==> src/rtl/mda_video_timing_if.sv <==
// Raster timing bus: PLL lock in, counters/syncs/cell coordinates/blink phases out.
// Latency: n/a (signal bundle only).
// Backpressure: none; the producer drives every field every cycle.
interface mda_video_timing_if;
  logic       locked;
  logic [9:0] hcount;
  logic [8:0] vcount;
  logic       de;
  logic       hsync;
  logic       vsync;
  logic [6:0] col;
  logic [3:0] dot;
  logic [4:0] row;
  logic [3:0] scan;
  logic       line_start;
  logic       frame_start;
  logic       blink_cur;
  logic       blink_chr;

  modport master (
    input  locked,
    output hcount, vcount, de, hsync, vsync, col, dot, row, scan,
           line_start, frame_start, blink_cur, blink_chr
  );

  modport slave (
    output locked,
    input  hcount, vcount, de, hsync, vsync, col, dot, row, scan,
           line_start, frame_start, blink_cur, blink_chr
  );
endinterface

==> src/rtl/mda_video_timing.sv <==
// MDA raster timing generator: dot/line counters, syncs, DE, text-cell coordinates, blink phases.
// Latency: lock -> first raster cycle (0,0) after the 2-flop synchronizer; all outputs registered.
// Backpressure: none; free-running while locked, held idle at (0,0) while lock is low.
module mda_video_timing #(
  parameter int H_ACTIVE = 720,
  parameter int H_FP     = 18,
  parameter int H_SYNC   = 135,
  parameter int H_BP     = 9,
  parameter int V_ACTIVE = 350,
  parameter int V_FP     = 4,
  parameter int V_SYNC   = 16,
  parameter int V_BP     = 0,
  parameter int CHAR_W   = 9,
  parameter int CHAR_H   = 14,
  parameter bit HS_POL   = 1'b1,
  parameter bit VS_POL   = 1'b0
) (
  input  logic                clk,
  input  logic                rst,
  mda_video_timing_if.master  vt
);

  localparam int H_TOTAL = H_ACTIVE + H_FP + H_SYNC + H_BP;
  localparam int V_TOTAL = V_ACTIVE + V_FP + V_SYNC + V_BP;

  localparam logic [9:0] H_LAST    = 10'(H_TOTAL - 1);
  localparam logic [9:0] H_ACT     = 10'(H_ACTIVE);
  localparam logic [9:0] HS_FIRST  = 10'(H_ACTIVE + H_FP);
  localparam logic [9:0] HS_LAST   = 10'(H_ACTIVE + H_FP + H_SYNC - 1);
  localparam logic [8:0] V_LAST    = 9'(V_TOTAL - 1);
  localparam logic [8:0] V_ACT     = 9'(V_ACTIVE);
  localparam logic [8:0] VS_FIRST  = 9'(V_ACTIVE + V_FP);
  localparam logic [8:0] VS_LAST   = 9'(V_ACTIVE + V_FP + V_SYNC - 1);
  localparam logic [3:0] DOT_LAST  = 4'(CHAR_W - 1);
  localparam logic [3:0] SCAN_LAST = 4'(CHAR_H - 1);

  logic       r_sync1, r_sync2;
  logic [9:0] r_hcount, w_hcount_nxt;
  logic [8:0] r_vcount, w_vcount_nxt;
  logic [6:0] r_col, w_col_nxt;
  logic [3:0] r_dot, w_dot_nxt;
  logic [4:0] r_row, w_row_nxt;
  logic [3:0] r_scan, w_scan_nxt;
  logic       r_de, w_de_nxt;
  logic       r_hsync, w_hsync_nxt;
  logic       r_vsync, w_vsync_nxt;
  logic       r_line_start, w_line_start_nxt;
  logic       r_frame_start, w_frame_start_nxt;
  logic [4:0] r_frame_cnt, w_frame_cnt_nxt;
  logic       w_start, w_adv_line;

  // Two-flop synchronizer for the PLL lock, which is asynchronous to the pixel clock
  always_ff @(posedge clk or negedge rst) begin
    if (!rst) begin
      r_sync1 <= 1'b0;
      r_sync2 <= 1'b0;
    end else begin
      r_sync1 <= vt.locked;
      r_sync2 <= r_sync1;
    end
  end

  // Next raster state; r_sync1 is the run value the registered outputs will line up with
  always_comb begin
    w_start           = r_sync1 && !r_sync2;
    w_adv_line        = 1'b0;
    w_hcount_nxt      = '0;
    w_vcount_nxt      = '0;
    w_col_nxt         = '0;
    w_dot_nxt         = '0;
    w_row_nxt         = '0;
    w_scan_nxt        = '0;
    w_de_nxt          = 1'b0;
    w_hsync_nxt       = ~HS_POL;
    w_vsync_nxt       = ~VS_POL;
    w_line_start_nxt  = 1'b0;
    w_frame_start_nxt = 1'b0;
    w_frame_cnt_nxt   = r_frame_cnt;

    if (r_sync1) begin
      // A fresh lock restarts the raster at (0,0) instead of continuing stale counts
      w_adv_line = w_start || (r_hcount == H_LAST);

      if (!w_start && (r_hcount != H_LAST)) begin
        w_hcount_nxt = r_hcount + 10'd1;
      end

      if (w_start) begin
        w_vcount_nxt = '0;
      end else if (r_hcount == H_LAST) begin
        w_vcount_nxt = (r_vcount == V_LAST) ? 9'd0 : r_vcount + 9'd1;
      end else begin
        w_vcount_nxt = r_vcount;
      end

      // Cell column walks with the dot counter inside the active part of the line only
      if ((w_hcount_nxt != 10'd0) && (w_hcount_nxt < H_ACT)) begin
        if (r_dot == DOT_LAST) begin
          w_dot_nxt = '0;
          w_col_nxt = r_col + 7'd1;
        end else begin
          w_dot_nxt = r_dot + 4'd1;
          w_col_nxt = r_col;
        end
      end

      // Cell row walks with the scanline counter once per line, active lines only
      if (w_adv_line) begin
        if ((w_vcount_nxt != 9'd0) && (w_vcount_nxt < V_ACT)) begin
          if (r_scan == SCAN_LAST) begin
            w_scan_nxt = '0;
            w_row_nxt  = r_row + 5'd1;
          end else begin
            w_scan_nxt = r_scan + 4'd1;
            w_row_nxt  = r_row;
          end
        end
      end else begin
        w_scan_nxt = r_scan;
        w_row_nxt  = r_row;
      end

      w_de_nxt = (w_hcount_nxt < H_ACT) && (w_vcount_nxt < V_ACT);

      if ((w_hcount_nxt >= HS_FIRST) && (w_hcount_nxt <= HS_LAST)) begin
        w_hsync_nxt = HS_POL;
      end
      // Inclusive last-line compare so a zero back porch still ends sync at the wrap
      if ((w_vcount_nxt >= VS_FIRST) && (w_vcount_nxt <= VS_LAST)) begin
        w_vsync_nxt = VS_POL;
      end

      w_line_start_nxt  = (w_hcount_nxt == 10'd0);
      w_frame_start_nxt = w_line_start_nxt && (w_vcount_nxt == 9'd0);

      if (w_frame_start_nxt) begin
        w_frame_cnt_nxt = r_frame_cnt + 5'd1;
      end
    end
  end

  // Raster state and decoded outputs; the frame counter survives lock loss, only reset clears it
  always_ff @(posedge clk or negedge rst) begin
    if (!rst) begin
      r_hcount      <= '0;
      r_vcount      <= '0;
      r_col         <= '0;
      r_dot         <= '0;
      r_row         <= '0;
      r_scan        <= '0;
      r_de          <= 1'b0;
      r_hsync       <= ~HS_POL;
      r_vsync       <= ~VS_POL;
      r_line_start  <= 1'b0;
      r_frame_start <= 1'b0;
      r_frame_cnt   <= '0;
    end else begin
      r_hcount      <= w_hcount_nxt;
      r_vcount      <= w_vcount_nxt;
      r_col         <= w_col_nxt;
      r_dot         <= w_dot_nxt;
      r_row         <= w_row_nxt;
      r_scan        <= w_scan_nxt;
      r_de          <= w_de_nxt;
      r_hsync       <= w_hsync_nxt;
      r_vsync       <= w_vsync_nxt;
      r_line_start  <= w_line_start_nxt;
      r_frame_start <= w_frame_start_nxt;
      r_frame_cnt   <= w_frame_cnt_nxt;
    end
  end

  assign vt.hcount      = r_hcount;
  assign vt.vcount      = r_vcount;
  assign vt.col         = r_col;
  assign vt.dot         = r_dot;
  assign vt.row         = r_row;
  assign vt.scan        = r_scan;
  assign vt.de          = r_de;
  assign vt.hsync       = r_hsync;
  assign vt.vsync       = r_vsync;
  assign vt.line_start  = r_line_start;
  assign vt.frame_start = r_frame_start;
  assign vt.blink_cur   = r_frame_cnt[3];
  assign vt.blink_chr   = r_frame_cnt[4];

endmodule

==> src/flat_wrapper.sv <==
// flat-port wrapper written by rule: the top's interface ports become plain ports
module mda_video_timing_flat 
#(
  parameter int H_ACTIVE = 720,
  parameter int H_FP     = 18,
  parameter int H_SYNC   = 135,
  parameter int H_BP     = 9,
  parameter int V_ACTIVE = 350,
  parameter int V_FP     = 4,
  parameter int V_SYNC   = 16,
  parameter int V_BP     = 0,
  parameter int CHAR_W   = 9,
  parameter int CHAR_H   = 14,
  parameter bit HS_POL   = 1'b1,
  parameter bit VS_POL   = 1'b0
)
  (clk, rst, vt_locked, vt_hcount, vt_vcount, vt_de, vt_hsync, vt_vsync, vt_col, vt_dot, vt_row, vt_scan, vt_line_start, vt_frame_start, vt_blink_cur, vt_blink_chr);
  mda_video_timing_if vt_i ();
  input  logic clk;
  input  logic rst;
  input wire logic [$bits(vt_i.locked)-1:0] vt_locked;
  output wire logic [$bits(vt_i.hcount)-1:0] vt_hcount;
  output wire logic [$bits(vt_i.vcount)-1:0] vt_vcount;
  output wire logic [$bits(vt_i.de)-1:0] vt_de;
  output wire logic [$bits(vt_i.hsync)-1:0] vt_hsync;
  output wire logic [$bits(vt_i.vsync)-1:0] vt_vsync;
  output wire logic [$bits(vt_i.col)-1:0] vt_col;
  output wire logic [$bits(vt_i.dot)-1:0] vt_dot;
  output wire logic [$bits(vt_i.row)-1:0] vt_row;
  output wire logic [$bits(vt_i.scan)-1:0] vt_scan;
  output wire logic [$bits(vt_i.line_start)-1:0] vt_line_start;
  output wire logic [$bits(vt_i.frame_start)-1:0] vt_frame_start;
  output wire logic [$bits(vt_i.blink_cur)-1:0] vt_blink_cur;
  output wire logic [$bits(vt_i.blink_chr)-1:0] vt_blink_chr;
  assign vt_i.locked = vt_locked;
  assign vt_hcount = vt_i.hcount;
  assign vt_vcount = vt_i.vcount;
  assign vt_de = vt_i.de;
  assign vt_hsync = vt_i.hsync;
  assign vt_vsync = vt_i.vsync;
  assign vt_col = vt_i.col;
  assign vt_dot = vt_i.dot;
  assign vt_row = vt_i.row;
  assign vt_scan = vt_i.scan;
  assign vt_line_start = vt_i.line_start;
  assign vt_frame_start = vt_i.frame_start;
  assign vt_blink_cur = vt_i.blink_cur;
  assign vt_blink_chr = vt_i.blink_chr;
  mda_video_timing #(.H_ACTIVE(H_ACTIVE), .H_FP(H_FP), .H_SYNC(H_SYNC), .H_BP(H_BP), .V_ACTIVE(V_ACTIVE), .V_FP(V_FP), .V_SYNC(V_SYNC), .V_BP(V_BP), .CHAR_W(CHAR_W), .CHAR_H(CHAR_H), .HS_POL(HS_POL), .VS_POL(VS_POL)) u_core (.clk(clk), .rst(rst), .vt(vt_i));
endmodule
==> config.mk <==
export PLATFORM = sky130hd
export DESIGN_NAME = mda_video_timing_flat
export DESIGN_NICKNAME = d
export VERILOG_FILES = /design/src/rtl/mda_video_timing_if.sv /design/src/rtl/mda_video_timing.sv /design/src/flat_wrapper.sv
export SDC_FILE = /design/constraint.sdc
export NUM_CORES = 1
export LEC_CHECK = 0
export CORE_ASPECT_RATIO = 1.25
export CORE_MARGIN = 5
export CORE_UTILIZATION = 30
export DETAILED_ROUTE_END_ITERATION = 10
export GPL_ROUTABILITY_DRIVEN = 0
export REMOVE_ABC_BUFFERS = 1
export SETUP_SLACK_MARGIN = 0.1
export SYNTH_ARGS = -nofsm -noshare
export SYNTH_HDL_FRONTEND = slang
export SYNTH_SLANG_ARGS = --single-unit
export TNS_END_PERCENT = 5
==> constraint.sdc <==
create_clock -name clk -period 2.8 [get_ports clk]
set_input_delay 0.28 -clock clk [delete_from_list [all_inputs] [get_ports clk]]
set_output_delay 0.28 -clock clk [all_outputs]
set_load 0.1 [all_outputs]
==> results of run 1 <==
-- per-stage QoR --
step	TNS [ns]	hold slack, ns	cell area [um^2]
6_report	0	0.116	4000
5_1_grt	-1.92	0.205	4000
4_1_cts	0	0.155	3970
3_5_place_dp	-1.37	0.467	3790
3_3_place_gp	-0.877	0.462	3790
2_1_floorplan	-14.09	-0.0156	2990
-- critical path: cells and delay by family, from the launching register on --
family / cells / cell delay (ns)
xor gates and xnor gates: 1 / 0.22
AOI/OAI and AO/OA: 2 / 0.39
buffers and inverters: 1 / 0.07
muxes: 1 / 0.32
adders and majority gates: 1 / 0.15
and+or+nand+nor: 3 / 1.12
DFF: 1 / 0.38
-- power breakdown --
| part | switching, mW | internal (mW) |
|---|---|---|
| sequential | 0.0396 | 0.782 |
| clock | 0.275 | 0.330 |
| combinational | 0.254 | 0.0950 |
| total | 0.568 | 1.21 |
-- Yosys cell counts (all sizes together) (2+ instances only) --
library cell   n
inv           13
nand3b         2
and4           3
nand4         16
nor3          13
mux2i          2
buf            5
ha            11
clkbuf        17
or2            2
dfrtp         50
nand3         19
a21o           2
nor4           6
a22o           3
o22ai          5
mux2           3
or3            2
a21oi         16
o31ai          5
xor2          13
a32oi          2
and3           9
nor2b          3
nor2          35
and2           7
nand2         26
xnor2         18
a31oi          5
o21ai         14
-- worst paths after layout --
check                                       from  slack [ns]                    end
min                                          rst        0.12    u_core.vt.vcount[2]
max                          u_core.vt.hcount[1]        0.03  u_core.r_frame_cnt[1]
max reg2reg                  u_core.vt.hcount[1]        0.03  u_core.r_frame_cnt[1]
max in group asynchronous                    rst        2.01       u_core.vt.col[0]
min in group clk                       vt_locked        0.47         u_core.r_sync1
min reg2reg                u_core.r_frame_cnt[4]        0.47  u_core.r_frame_cnt[4]
-- kinds of logic (layout without fill, tap and decap cells) --
logic type | count (synthesis) | in the layout | share of synthesized area
fa+ha+maj | 11 | 11 | 0.0447
simple gates | 147 | 147 | 0.248
xor+xnor | 31 | 31 | 0.0882
buf+inv | 35 | 106 | 0.0459
compound gates | 62 | 62 | 0.141
flops | 51 | 51 | 0.415
mux | 5 | 5 | 0.0175
-- cell type report --
| class | count | area, um^2 |
|---|---|---|
| repair buffers | 85 | 646 |
| clock inverters | 3 | 20.0 |
| inverters | 13 | 48.8 |
| multi-input cells | 256 | 1720 |
| flip-flops and latches | 51 | 1280 |
| clock buffers | 5 | 125 |
| fillers | 1048 | 6050 |
| well taps | 129 | 161 |
-- sequential cells by signal, indices dropped and copies added, names as in the netlist --
| name | cells |
|---|---|
| u_core.vt.dot | 4 |
| u_core.r_sync1 | 1 |
| u_core.vt.de | 1 |
| u_core.vt.col | 7 |
| u_core.vt.vcount | 9 |
| u_core.vt.hcount | 10 |
| u_core.vt.hsync | 1 |
| u_core.vt.line_start | 1 |
| u_core.r_sync2 | 1 |
| u_core.vt.vsync | 1 |
| u_core.vt.scan | 4 |
| u_core.vt.frame_start | 1 |
| u_core.r_frame_cnt | 5 |
| u_core.vt.row | 5 |
-- what timing repair did --
action,in CTS,in global routing
gates resized for setup,9,7
endpoints found under the setup margin,26,26
pin swaps,4,3
-- layer usage --
metal / global-route usage / vias up
li1: - / 1351
met1: 0.169 / 1322
met2: 0.213 / 63
met3: 0.0248 / 16
met4: 0.0514 / 0
met5: 0 / -
==> flow_metrics.env, run 1 <==
export IMPL_status="completed"
export IMPL_clockBufferDepth=2
export IMPL_via_count=2752
export IMPL_post_cts_buffers=0
export IMPL_portBuffers=48
export IMPL_post_dp_hpwl_um=5930
export IMPL_cap_violations=0
export IMPL_layout_common_cells="buf_4, dfrtp_1, nor2_1"
export IMPL_r2r_cells=9
export IMPL_drt_total_wl_um=7810
export IMPL_layout_commonest_cell="buf_4"
export IMPL_die_w_um=101
export IMPL_fmax_mhz=361
export IMPL_synth_area_um2=3080
export IMPL_path_cells="inv_1 > ha_1 > or4b_4 > nor4_2 > xnor2_1 > o2111ai_2 > o31ai_2 > and3_2 > mux2_1"
export IMPL_postSynthAreaPerCell_um2=9.00
export IMPL_power_mw=1.78
export IMPL_min_period_ns=2.77
export IMPL_wl_met2_um=3780
export IMPL_synth_edf_count=0
export IMPL_dp_cells=534
export IMPL_leakagePower_nw=1.77
export IMPL_syn_to_final_growth_pct=30.0
export IMPL_initial_core_util=0.306
export IMPL_cp_slowest_cell="or4b_4"
export IMPL_slew_headroom=0.386
export IMPL_via_per_inst=5.08
export IMPL_htreeDepth=2
export IMPL_ant_nets=0
export IMPL_drc=0
export IMPL_setup_viol=0
export IMPL_ys_warn_count=0
export IMPL_wl_met1_um=3510
export IMPL_die_area_um2=12400
export IMPL_synth_seq_area_share=0.415
export IMPL_io_pins=49
export IMPL_wl_met3_um=358
export IMPL_synth_top_area_frac=0.406
export IMPL_num_rows=41
export IMPL_hold_buffers=0
export IMPL_grt_pass1_wl_um=13100
export IMPL_final_nets=426
export IMPL_worst_pin_slew_ns=0.918
export IMPL_ys_async_sr_fraction=1.00
export IMPL_track_usage=0.130
export IMPL_synth_largest_area_cell="dfrtp_1"
export IMPL_synth_area_leaders="dfrtp_1, xnor2_1, ha_1, nor2_1, xor2_1"
export IMPL_syn_inst=342
export IMPL_slowest_delay_ns=0.52
export IMPL_antenna_found_initial=0
export IMPL_drtPass1Iterations=4
export IMPL_worst_slack_ns=0.0286
export IMPL_preCtsSetupSlack_ns=-0.140
export IMPL_cts_tree="done"
export IMPL_path_clk_slew_ns=0.07
export IMPL_clock_sinks=51
export IMPL_final_cells=542
export IMPL_finalMaxSlewViolations=0
export IMPL_power_per_cell_area_nw_per_um2=443
export IMPL_grt_pass1_vias=2654
export IMPL_grt_max_degree=40
export IMPL_core_um2=10100
export IMPL_cp_data_required_time_ns=2.97
export IMPL_ir_worst_vdd_uv=225
export IMPL_endpoint_kind="flip-flop"
export IMPL_critPathKind="reg -> reg"
export IMPL_numCtsBuffers=5
export IMPL_hp_class="in -> async"
export IMPL_cp_arrival_ns=2.94
export IMPL_synth_distinct_cells=53
export IMPL_ys_flop_type="dfrtp_1"
export IMPL_drt_iter0_markers=142
export IMPL_ys_ff_latch=51
export IMPL_antenna_cells=0
export IMPL_root_buffer="clkbuf_16"
export IMPL_layout_drive_gt1_share=0.278
export IMPL_highest_layer="met4"
export IMPL_finClkSkew_ns=0.0122
export IMPL_insertion_delay_ns=0.29
export IMPL_cp_max_fo=6
export IMPL_fin_util=0.398
export IMPL_hold_violations=0
export IMPL_wl_per_cell_um=14.4
export IMPL_overflow=0
export IMPL_rsz0062_at_grt="yes"
export IMPL_finalCritPeriodShare=0.990
export IMPL_start_kind="flip-flop"
export IMPL_fp_dieH_um=123
Power figures use the tool's default switching activity.
==> run 2: changes to the inputs <==
--- a/config.mk
+++ b/config.mk
@@ -10,7 +10,6 @@
 export CORE_UTILIZATION = 30
 export DETAILED_ROUTE_END_ITERATION = 10
 export GPL_ROUTABILITY_DRIVEN = 0
-export REMOVE_ABC_BUFFERS = 1
 export SETUP_SLACK_MARGIN = 0.1
 export SYNTH_ARGS = -nofsm -noshare
 export SYNTH_HDL_FRONTEND = slang
==> run 2 against run 1 <==
The run now ends with negative setup slack left; final cell count grew 2.6%; global-route usage grew 0.76 points; cell area grew 5.7%; via count grew 4.2%; sequential power is essentially flat; fmax shrank 4.5%; critical path type unchanged; largest cell class unchanged; largest power group unchanged.
==> flow_metrics.env, run 2 (synthesis results as in run 1) <==
export IMPL_n_fill_cell=1008
export IMPL_setup_viol=8
export IMPL_cts_tree="done"
export IMPL_io_pins=49
export IMPL_grt_pass1_vias=2868
export IMPL_tns_ns=-0.569
export IMPL_fp_dieH_um=123
export IMPL_clockBufferDepth=2
export IMPL_via_count=2868
export IMPL_critPathBufInv=2
export IMPL_portBuffers=48
export IMPL_r2r_start="u_core.vt.hcount[1]"
export IMPL_ir_worst_vdd_uv=283
export IMPL_failed_checks="negative setup slack"
export IMPL_finClkSkew_ns=0.00468
export IMPL_die_area_um2=12400
export IMPL_start_kind="flip-flop"
export IMPL_cpLargestDelayFamily="simple AND/OR/NAND/NOR gates"
export IMPL_insertion_delay_ns=0.29
export IMPL_fmax_mhz=345
export IMPL_cp_slowest_cell="or4b_4"
export IMPL_final_nets=440
export IMPL_grt_max_degree=34
export IMPL_overflow=0
export IMPL_initial_core_util=0.306
export IMPL_track_usage=0.138
export IMPL_hp_class="in -> async"
export IMPL_cap_violations=0
export IMPL_hold_violations=0
export IMPL_finalMaxSlewViolations=0
export IMPL_cp_max_fo=6
export IMPL_drt_iter0_markers=216
export IMPL_status="finished with violations"
export IMPL_slew_headroom=0.444
export IMPL_path_clk_slew_ns=0.07
export IMPL_wl_per_cell_um=14.8
export IMPL_grt_pass1_wl_um=14000
export IMPL_post_dp_hpwl_um=6180
export IMPL_die_w_um=101
export IMPL_rsz0062_at_grt="yes"
export IMPL_endpoint_kind="flip-flop"
export IMPL_ant_nets=0
export IMPL_hold_buffers=0
export IMPL_worst_pin_slew_ns=0.831
export IMPL_root_buffer="clkbuf_16"
export IMPL_layout_drive_gt1_share=0.347
export IMPL_syn_to_final_growth_pct=37.4
export IMPL_layout_commonest_cell="buf_4"
export IMPL_clock_sinks=51
export IMPL_layout_common_cells="buf_4, dfrtp_1, nor2_1"
export IMPL_cp_arrival_ns=3.10
export IMPL_num_rows=41
export IMPL_numCtsBuffers=5
export IMPL_slowest_delay_ns=0.55
export IMPL_via_per_inst=5.16
export IMPL_antenna_found_initial=0
export IMPL_largest_reg_flops=10
export IMPL_core_um2=10100
export IMPL_syn_nets=356
export IMPL_seq_area_um2=1300
export IMPL_drc=0
export IMPL_cp_data_required_time_ns=3.00
export IMPL_multiInputGateArea_um2=1810
export IMPL_path_cells="inv_4 > ha_4 > or4b_4 > nor4_4 > xnor2_1 > or2_1 > o311ai_4 > buf_4 > a211oi_4 > nand2_2 > o31ai_2"
export IMPL_critPathKind="reg -> reg"
export IMPL_finalCritPeriodShare=1.04
export IMPL_htreeDepth=2
export IMPL_fin_util=0.421
export IMPL_power_per_cell_area_nw_per_um2=432
export IMPL_min_period_ns=2.90
export IMPL_drtPass1Iterations=4
export IMPL_worst_slack_ns=-0.101
export IMPL_drt_total_wl_um=8240
export IMPL_worstSetupStartpoint="u_core.vt.hcount[1]"
export IMPL_leakagePower_nw=1.89
export IMPL_antenna_cells=0
## run 2: final cells by class
type | count | area share
multi-input combinational | 257 | 0.428
sequential | 51 | 0.308
timing repair buffer | 98 | 0.178
tap | 129 | 0.0382
clock buffer | 5 | 0.0296
inverter | 13 | 0.0121
clock inverter | 3 | 0.00680
## run 2: metrics by stage
stage	hold WS, ns	instance area, um^2	cells	setup slack, ns	total power, mW
after detailed placement	0.383	3980	544	-0.137	1.21
final	0.0461	4230	556	-0.101	1.83
after floorplan	-0.0156	3200	342	-0.179	1.10
after global routing	0.121	4230	556	-0.250	1.91
after CTS	0.0756	4200	555	-0.0263	1.85
after global placement	0.395	3980	544	-0.0590	1.20
## run 2: worst paths after layout
kind / endpoint / slack, ns / cells after the start
setup / recovery: u_core.vt.scan[1] / -0.10 / 11
hold / removal: u_core.vt.hcount[9] / 0.05 / 1
hold reg to reg: u_core.r_frame_cnt[4] / 0.47 / 1
setup reg to reg: u_core.vt.scan[1] / -0.10 / 11
min in group clk: u_core.r_sync1 / 0.42 / 1
max in group asynchronous: u_core.vt.line_start / 2.13 / 2
## run 2: layer usage
layer	track usage	vias up	part of all wire
met5	0	-	0
met4	0.0320	0	0.011
met3	0.0192	12	0.037
met2	0.252	62	0.53
met1	0.169	1407	0.42
li1	-	1387	-
## run 2: where the power goes
group	internal [mW]	leakage, nW	total (mW)	switching, mW
Combinational	0.113	1.15	0.372	0.259
Sequential	0.783	0.665	0.824	0.0413
Clock	0.341	0.0759	0.632	0.291
## run 2: what timing repair did
action                                 4_1_cts  5_1_grt
resized for setup                            7        7
setup buffers                                2        1
pin swaps                                   11        5
cloned                                       1        0
setup endpoints to repair                   18       26
endpoints found under the hold margin        0        0
==> run 3: changes to the inputs <==
--- a/config.mk
+++ b/config.mk
@@ -10,7 +10,7 @@
 export CORE_UTILIZATION = 30
 export DETAILED_ROUTE_END_ITERATION = 10
 export GPL_ROUTABILITY_DRIVEN = 0
-export SETUP_SLACK_MARGIN = 0.1
+export SETUP_SLACK_MARGIN = 0.2
 export SYNTH_ARGS = -nofsm -noshare
 export SYNTH_HDL_FRONTEND = slang
 export SYNTH_SLANG_ARGS = --single-unit
==> run 3 against run 2 <==
Global-route usage unchanged; sequential power barely moved; register-to-register slack hardly changed; first-iteration DRC count decreased by 22%; clock-buffer cell count did not move; the flow still finishes with violations (negative setup slack); via count is 0.52% higher; total power is 0.26% higher; non-clock buffer count is the same; critical endpoint unchanged; combinational power is 1% higher; cell area is 0.38% higher; clock skew about the same.
==> flow_metrics.env, run 3 (synthesis results as in run 1) <==
export IMPL_core_um2=10100
export IMPL_antenna_found_initial=0
export IMPL_via_count=2883
export IMPL_antenna_cells=0
export IMPL_die_area_um2=12400
export IMPL_portBuffers=48
export IMPL_leakagePower_nw=1.90
export IMPL_io_pins=49
export IMPL_cts_tree="done"
export IMPL_setup_viol=9
export IMPL_drt_iter0_markers=169
export IMPL_wl_met2_um=4340
export IMPL_initial_core_util=0.306
export IMPL_critPathKind="reg -> reg"
export IMPL_path_clk_slew_ns=0.07
export IMPL_rsz0062_at_grt="yes"
export IMPL_slew_headroom=0.443
export IMPL_wl_met3_um=319
export IMPL_power_per_cell_area_nw_per_um2=432
export IMPL_htreeDepth=2
export IMPL_cp_arrival_ns=3.10
export IMPL_cap_violations=0
export IMPL_wl_per_cell_um=14.9
export IMPL_hp_class="in -> async"
export IMPL_status="finished with violations"
export IMPL_grt_pass1_vias=2867
export IMPL_insertion_delay_ns=0.29
export IMPL_finalCritPeriodShare=1.04
export IMPL_clockBufferDepth=2
export IMPL_numCtsBuffers=5
export IMPL_r2r_slack_ns=-0.1
export IMPL_die_w_um=101
export IMPL_fmax_mhz=345
export IMPL_drt_total_wl_um=8280
export IMPL_ir_worst_vdd_uv=283
export IMPL_clock_sinks=51
export IMPL_grt_max_degree=34
export IMPL_final_nets=440
export IMPL_finClkSkew_ns=0.00437
export IMPL_grt_pass1_wl_um=14000
export IMPL_root_buffer="clkbuf_16"
export IMPL_post_dp_hpwl_um=6180
export IMPL_failed_checks="negative setup slack"
export IMPL_highest_layer="met4"
export IMPL_syn_to_final_growth_pct=37.9
export IMPL_syn_nets=356
export IMPL_start_kind="flip-flop"
export IMPL_fp_dieH_um=123
export IMPL_cp_max_fo=6
export IMPL_cp_data_required_time_ns=3.00
export IMPL_drtPass1Iterations=5
export IMPL_power_mw=1.83
export IMPL_finalMaxSlewViolations=0
export IMPL_wl_met1_um=3500
export IMPL_worst_pin_slew_ns=0.832
export IMPL_hold_violations=0
export IMPL_num_rows=41
export IMPL_min_period_ns=2.90
export IMPL_via_per_inst=5.19
export IMPL_largest_reg_flops=10
export IMPL_drc=0
export IMPL_ant_nets=0
export IMPL_layout_common_cells="buf_4, dfrtp_1, nor2_1"
export IMPL_layout_commonest_cell="buf_4"
export IMPL_layout_drive_gt1_share=0.356
export IMPL_worst_slack_ns=-0.0991
export IMPL_whs_ns=0.0463
export IMPL_track_usage=0.138
export IMPL_endpoint_kind="flip-flop"
export IMPL_overflow=0
## run 3: cell counts in the layout (fill, tap and decap cells not counted)
Identical to the previous run, type by type.
## run 3: through the flow
step / utilization / TNS [ns] / instances / setup WS [ns] / instance area, um^2
after global routing: 0.422 / -2.03 / 556 / -0.250 / 4250
after global placement: 0.396 / -0.352 / 544 / -0.0590 / 3980
final: 0.422 / -0.564 / 556 / -0.0991 / 4250
after CTS: 0.418 / -0.0526 / 555 / -0.0263 / 4200
after floorplan: - / -1.93 / 342 / -0.179 / 3200
after detailed placement: 0.396 / -1.02 / 544 / -0.137 / 3980
## run 3: cell type report
| class | instances | area (um^2) |
|---|---|---|
| fillers | 1008 | 5810 |
| multi-input cells | 257 | 1820 |
| flip-flops and latches | 51 | 1300 |
| repair buffers | 98 | 756 |
| well taps | 129 | 161 |
| clock buffers | 5 | 125 |
| inverters | 13 | 51.3 |
| clock inverters | 3 | 28.8 |
## run 3: per-layer routing
layer,GRT usage,vias to the layer above
li1,-,1388
met1,0.169,1402
met2,0.252,80
met3,0.0192,13
met4,0.0320,0
met5,0,-
## run 3: what timing repair did
action / in CTS / in global routing
pin swaps: 13 / 9
buffers inserted: 2 / 1
resized for setup: 9 / 10
cloned: 1 / 0
setup endpoints to repair: 26 / 32
hold buffers: 0 / 0
endpoints found under the hold margin: 0 / 0
## run 3: critical path, stage by stage (launching register included)
cell and delay, ns:
dfrtp_4 0.49, inv_4 0.07, ha_4 0.11, or4b_4 0.55
nor4_4 0.29, xnor2_1 0.16, or2_1 0.16, o311ai_4 0.10
buf_4 0.19, a211oi_4 0.35, nand2_2 0.15, o31ai_2 0.19
## run 3: report_power, final
group / internal [mW] / switching, mW / leakage (nW)
combinational: 0.115 / 0.261 / 1.16
clock: 0.341 / 0.291 / 0.0759
sequential: 0.783 / 0.0411 / 0.665
## run 3: final timing paths
path | startpoint | end | depth (start not counted)
min in group clk | vt_locked | u_core.r_sync1 | 1
max in group asynchronous | rst | u_core.vt.line_start | 2
setup reg to reg | u_core.vt.hcount[1] | u_core.vt.scan[1] | 11
hold reg to reg | u_core.r_frame_cnt[4] | u_core.r_frame_cnt[4] | 1
hold / removal | rst | u_core.vt.hcount[6] | 1
setup / recovery | u_core.vt.hcount[1] | u_core.vt.scan[1] | 11
